## src/rtl/uart_string_tx.sv

```systemverilog
// UART transmitter that sends a latched string of CHAR_NR bytes, MSB byte first,
// with a one-entry pending buffer so back-to-back strings leave no gap on the line.
module uart_string_tx #(
  parameter int CHAR_NR     = 8,
  parameter int CLK_FREQ_HZ = 100_000_000,
  parameter int BAUD_RATE   = 115_200,
  parameter int PARITY      = 0,
  parameter int STOP_BITS   = 1
) (
  input  logic                 clk,
  input  logic                 rst,
  input  logic [CHAR_NR*8-1:0] char_array_i,
  input  logic                 char_array_update_i,
  input  logic                 clr_i,
  output logic                 busy_o,
  output logic                 txd_o,
  output logic                 done_o,
  output logic                 overrun_o
);

  localparam int DIV   = CLK_FREQ_HZ / BAUD_RATE;
  localparam int CNT_W = $clog2(DIV);
  localparam int IDX_W = (CHAR_NR > 1) ? $clog2(CHAR_NR) : 1;
  localparam int STR_W = CHAR_NR * 8;

  typedef enum logic [2:0] {IDLE, START, DATA, PARITY_BIT, STOP} state_t;

  state_t             state;
  logic [CNT_W-1:0]   baud_cnt;
  logic [2:0]         bit_cnt;
  logic               stop_cnt;
  logic [IDX_W-1:0]   char_idx;
  logic [STR_W-1:0]   active_str;
  logic [STR_W-1:0]   pend_str;
  logic               pend_full;
  logic               abort;
  logic [7:0]         cur_char;
  logic               bit_end;
  logic               last_stop;
  logic               last_char;
  logic               abort_now;
  logic               upd;

  function automatic logic parity_bit(input logic [7:0] d);
    return (PARITY == 2) ? ~(^d) : (^d);
  endfunction

  // The active string is shifted left per character, so the current one is always the top byte.
  assign cur_char  = active_str[STR_W-1 -: 8];
  assign bit_end   = (baud_cnt == CNT_W'(DIV - 1));
  assign last_stop = (stop_cnt == 1'(STOP_BITS - 1));
  assign last_char = (char_idx == IDX_W'(CHAR_NR - 1));
  assign abort_now = abort | clr_i;
  assign upd       = char_array_update_i & ~clr_i;

  always_ff @(posedge clk) begin
    if (rst) begin
      state     <= IDLE;
      txd_o     <= 1'b1;
      busy_o    <= 1'b0;
      done_o    <= 1'b0;
      overrun_o <= 1'b0;
      baud_cnt  <= '0;
      bit_cnt   <= '0;
      stop_cnt  <= 1'b0;
      char_idx  <= '0;
      pend_full <= 1'b0;
      abort     <= 1'b0;
    end else begin
      done_o    <= 1'b0;
      overrun_o <= 1'b0;
      if (state == IDLE) begin
        txd_o  <= 1'b1;
        busy_o <= 1'b0;
        abort  <= 1'b0;
        if (clr_i) begin
          pend_full <= 1'b0;
        end else if (char_array_update_i) begin
          active_str <= char_array_i;
          state      <= START;
          txd_o      <= 1'b0;
          busy_o     <= 1'b1;
          baud_cnt   <= '0;
          char_idx   <= '0;
        end
      end else begin
        baud_cnt <= bit_end ? '0 : baud_cnt + 1'b1;
        if (clr_i) begin
          abort     <= 1'b1;
          pend_full <= 1'b0;
        end else if (char_array_update_i) begin
          pend_str  <= char_array_i;
          pend_full <= 1'b1;
          overrun_o <= pend_full;
        end
        if (bit_end) begin
          case (state)
            START: begin
              state   <= DATA;
              txd_o   <= cur_char[0];
              bit_cnt <= '0;
            end
            DATA: begin
              if (bit_cnt == 3'd7) begin
                if (PARITY != 0) begin
                  state <= PARITY_BIT;
                  txd_o <= parity_bit(cur_char);
                end else begin
                  state    <= STOP;
                  txd_o    <= 1'b1;
                  stop_cnt <= 1'b0;
                end
              end else begin
                bit_cnt <= bit_cnt + 3'd1;
                txd_o   <= cur_char[bit_cnt + 3'd1];
              end
            end
            PARITY_BIT: begin
              state    <= STOP;
              txd_o    <= 1'b1;
              stop_cnt <= 1'b0;
            end
            STOP: begin
              if (!last_stop) begin
                stop_cnt <= stop_cnt + 1'b1;
              end else if (abort_now) begin
                state  <= IDLE;
                txd_o  <= 1'b1;
                busy_o <= 1'b0;
                abort  <= 1'b0;
              end else if (!last_char) begin
                char_idx   <= char_idx + 1'b1;
                active_str <= active_str << 8;
                state      <= START;
                txd_o      <= 1'b0;
              end else begin
                // String complete: chain straight into whatever is waiting, pending first.
                done_o   <= 1'b1;
                char_idx <= '0;
                if (pend_full) begin
                  active_str <= pend_str;
                  pend_full  <= upd;
                  overrun_o  <= 1'b0;
                  state      <= START;
                  txd_o      <= 1'b0;
                end else if (upd) begin
                  active_str <= char_array_i;
                  pend_full  <= 1'b0;
                  state      <= START;
                  txd_o      <= 1'b0;
                end else begin
                  state  <= IDLE;
                  txd_o  <= 1'b1;
                  busy_o <= 1'b0;
                end
              end
            end
            default: state <= IDLE;
          endcase
        end
      end
    end
  end

endmodule
```

## config.mk

```make
export PLATFORM = sky130hd
export DESIGN_NAME = uart_string_tx
export DESIGN_NICKNAME = d
export VERILOG_FILES = /design/src/rtl/uart_string_tx.sv
export SDC_FILE = /design/constraint.sdc
export NUM_CORES = 1
export LEC_CHECK = 0
export BUFFER_PORTS_ARGS = -buffer_cell sky130_fd_sc_hd__buf_2
export CORE_ASPECT_RATIO = 0.9
export CORE_MARGIN = 2
export CORE_UTILIZATION = 52
export CTS_CLUSTER_DIAMETER = 200
export DETAILED_ROUTE_END_ITERATION = 8
export HOLD_SLACK_MARGIN = 0.08
export PLACE_DENSITY = 0.75
export RECOVER_POWER = 25
export SLEW_MARGIN = 20
export SYNTH_ARGS = -nofsm -noshare
export SYNTH_HDL_FRONTEND = slang
export SYNTH_SLANG_ARGS = --single-unit
```

## constraint.sdc

```tcl
create_clock -name clk -period 6.25 [get_ports clk]
set_input_delay 1.25 -clock clk [delete_from_list [all_inputs] [get_ports clk]]
set_output_delay 1.25 -clock clk [all_outputs]
set_load 0.1 [all_outputs]
```

==> flow_summary_export.csv <==
group,metric,value,unit
synthesis,synthTopCellsByCount,"edfxtp_1, inv_1, a222oi_1",
layout,seq_area,0.00434,mm2
critical_path,cp.arrival,3.15,ns
grt,grtUsageTotal,20.5,%
floorplanning,row_count,38,
critical_path,end_kind,"flip-flop",
critical_path,cp_top_family,"simple AND/OR/NAND/NOR gates",
floorplanning,start_util,53.0,%
sta,finalHoldViolCount,0,
drt,drc,13,
sta,fin_skew,0.00693,ns
sta,setup_viol,0,
critical_path,crit_type,"input port to flip-flop",
cts,post_cts_buffers,0,
synthesis,synth_cell_types,57,
drt,drt-vias-per-instance,5.98,
drt,routed-via-count,4128,
synthesis,syn_inst,449,
placed_design,hpwl,7620,um
synthesis,yosysWarnings,0,
floorplanning,die_x,120,um
worst_hold_path,hold_path_end,"bit_cnt[1]",
placed_design,numPortBuffers,71,
cts,cts_tree,"built",
drt,avgRoutedWirePerCell,18.6,um
floorplanning,die_area,0.0131,mm2
power_and_ir_drop,p_leak,2.62,nW
layout,antennaDiodeCount,0,
cts,clk_pin_slew,0.05,ns
sta,tns,0,ns
outcome,status,"complete, but fails checks",
sta,fmax,0.323,GHz
critical_path,worst-path-max-fanout,52,
sta,finalCritPeriodShare,49.6,%
synthesis,yosysSeqAreaShare,68.4,%
sta,hold_slack,0.462,ns
critical_path,cp_num_buf_inv,2,
layout,drive_above_1_share,13.4,%
grt,grt_max_degree,65,
grt,gr-total-overflow,0,
cts,clk_path_buf_depth,2,
sta,worst_slew_pin_slew,1.06,ns
power_and_ir_drop,pwr_density_cell,328,mW/mm2
critical_path,crit_path_start_kind,"input port",
grt,antenna_found_initial,0,
floorplanning,io_pins,72,
sta,rsz0062_at_grt,"false",
sta,post-route-min-period,3.10,ns
sta,relSlewSlack,28.7,%
synthesis,synth_area,0.00635,mm2
synthesis,syn_nets,522,
layout,multi_input_area,0.00165,mm2
cts,postCtsHoldBufs,0,
grt,grt_pass1_vias,4079,
critical_path,slowest_stage,"buf_4",
synthesis,async_flop_share,0,%
synthesis,yosysTopAreaCell,"edfxtp_1",
drt,drt_iter0_drc,628,
worst_hold_path,worstHoldPathCells,2,
flow_run,drv_cap,0,
synthesis,synth.most_common_cell,"edfxtp_1",
cts,cts_sinks,153,
outcome,violations,"DRC",
critical_path,worstPathRequired,6.30,ns
cts,clock_latency,0.42,ns
synthesis,synth.avg_cell_area,14.1,um2
worst_hold_path,min-delay-start,"bit_cnt[1]",
drt,first_pass_iters,9,
drt,wl,12900,um
critical_path,r2r_slack,3.38,ns
cts,cts_max_level,4,
synthesis,yosys-top-cells-area,"edfxtp_1, a222oi_1, dfxtp_1",
critical_path,crit_path_max_incr_delay,0.61,ns
grt,grt_pass1_wl,20600,um
synthesis,ys_ff_latch,153,
placed_design,place.gp.congestion,0.843,
cts,cts_root_buf,"clkbuf_16",
layout,fill_cells,935,
cts,cts_buffers,17,
worst_hold_path,min_path_type,"flip-flop to flip-flop",
synthesis,synth_ff_type,"edfxtp_1",
synthesis,synth_edf_count,128,
critical_path,r2r_end,"active_str[49]",
layout,syn2layout_area_growth,15.3,%
layout,nNetsFinal,590,
floorplanning,die_h,109,um
critical_path,r2r_cells,4,
drt,ant_nets,0,
cts,cts_resized,0,
synthesis,synth.top_cell.area_share,60.5,%
critical_path,r2r_start,"state[2]",
sta,final-max-slew-violation-count,0,
floorplanning,coreArea,0.0120,mm2
critical_path,cp_cell_sequence,"clkbuf_1 -> or3b_1 -> o41ai_2 -> and3_2 -> buf_4",
power_and_ir_drop,peakVddDrop,0.000292,V
## cell usage in the layout, fill, tap and decap left out, types with 3 or more instances in the layout
master,count
ha_1,5
buf_4,5
buf_2,16
or2_2,3
or3b_1,4
nand4_1,5
nand3_1,5
inv_1,59
clkbuf_16,17
nor3b_1,3
a222oi_1,56
and2_1,3
nor3_1,6
o211a_1,3
nor2_1,10
nand2_1,30
dfxtp_1,25
clkinv_2,7
a311oi_1,5
a21oi_1,19
a211oi_1,3
o21ai_0,4
clkbuf_1,55
bufinv_16,3
a41oi_1,3
a22o_1,3
edfxtp_1,128
## worst max path at each step
stage | end | depth (start not counted) | from | slack (ns)
floorplan | pend_str[0] | 2 | clr_i | 1.86
global placement | active_str[51] | 5 | clr_i | 2.71
detailed placement | active_str[42] | 5 | clr_i | 2.71
CTS | active_str[49] | 5 | clr_i | 3.15
global route | active_str[40] | 5 | clr_i | 3.00
finish | active_str[49] | 5 | clr_i | 3.15
## through the flow
stage	setup slack (ns)	util, %	cell area, um2	total power, mW	std cells
final	3.15	61.1	7320	2.40	690
after global routing	3.00	61.1	7320	2.48	690
after CTS	3.15	61.8	7400	2.42	690
after detailed placement	2.71	56.9	6820	1.40	658
after global placement	2.71	56.9	6820	1.40	658
after floorplan	1.86	-	6360	1.34	449
## state kept, by name, indices dropped and copies added (netlist names)
| name | count |
|---|---|
| abort | 1 |
| active_str | 64 |
| baud_cnt | 10 |
| bit_cnt | 3 |
| busy_o | 1 |
| char_idx | 3 |
| done_o | 1 |
| overrun_o | 1 |
| pend_full | 1 |
| pend_str | 64 |
| state | 3 |
| txd_o | 1 |
## cell type report
cell class,instances,share of cell area [%]
Sequential cell,153,59.3
Tap cell,160,2.73
Inverter,59,3.02
Clock inverter,14,2.12
Multi-Input combinational cell,210,22.5
Clock buffer,18,5.86
Timing Repair Buffer,76,4.43
## where the power goes
part	total, mW	internal (mW)	switching (mW)
combinational	0.211	0.0761	0.135
sequential	1.17	1.15	0.0145
clock	1.02	0.623	0.397
total	2.40	1.85	0.547
## per-layer routing
metal | part of all wire (%) | track usage [%]
met4 | 1.4 | 7.14
met2 | 47 | 30.1
met1 | 42 | 29.2
met5 | 0 | 0
met3 | 9.0 | 6.43
## worst min-delay path: stages (launching register included)
cell	delay, ns
dfxtp_1	0.31
nand2_1	0.05
a21oi_1	0.05
## cell families after synthesis
group	Yosys count	synth area share, %
simple gates	87	7.82
buf+inv	86	5.97
fa+ha+maj	6	1.14
flops	153	68.4
mux	3	0.867
compound gates	114	15.8
No activity file was read; power rests on OpenSTA's default activity.
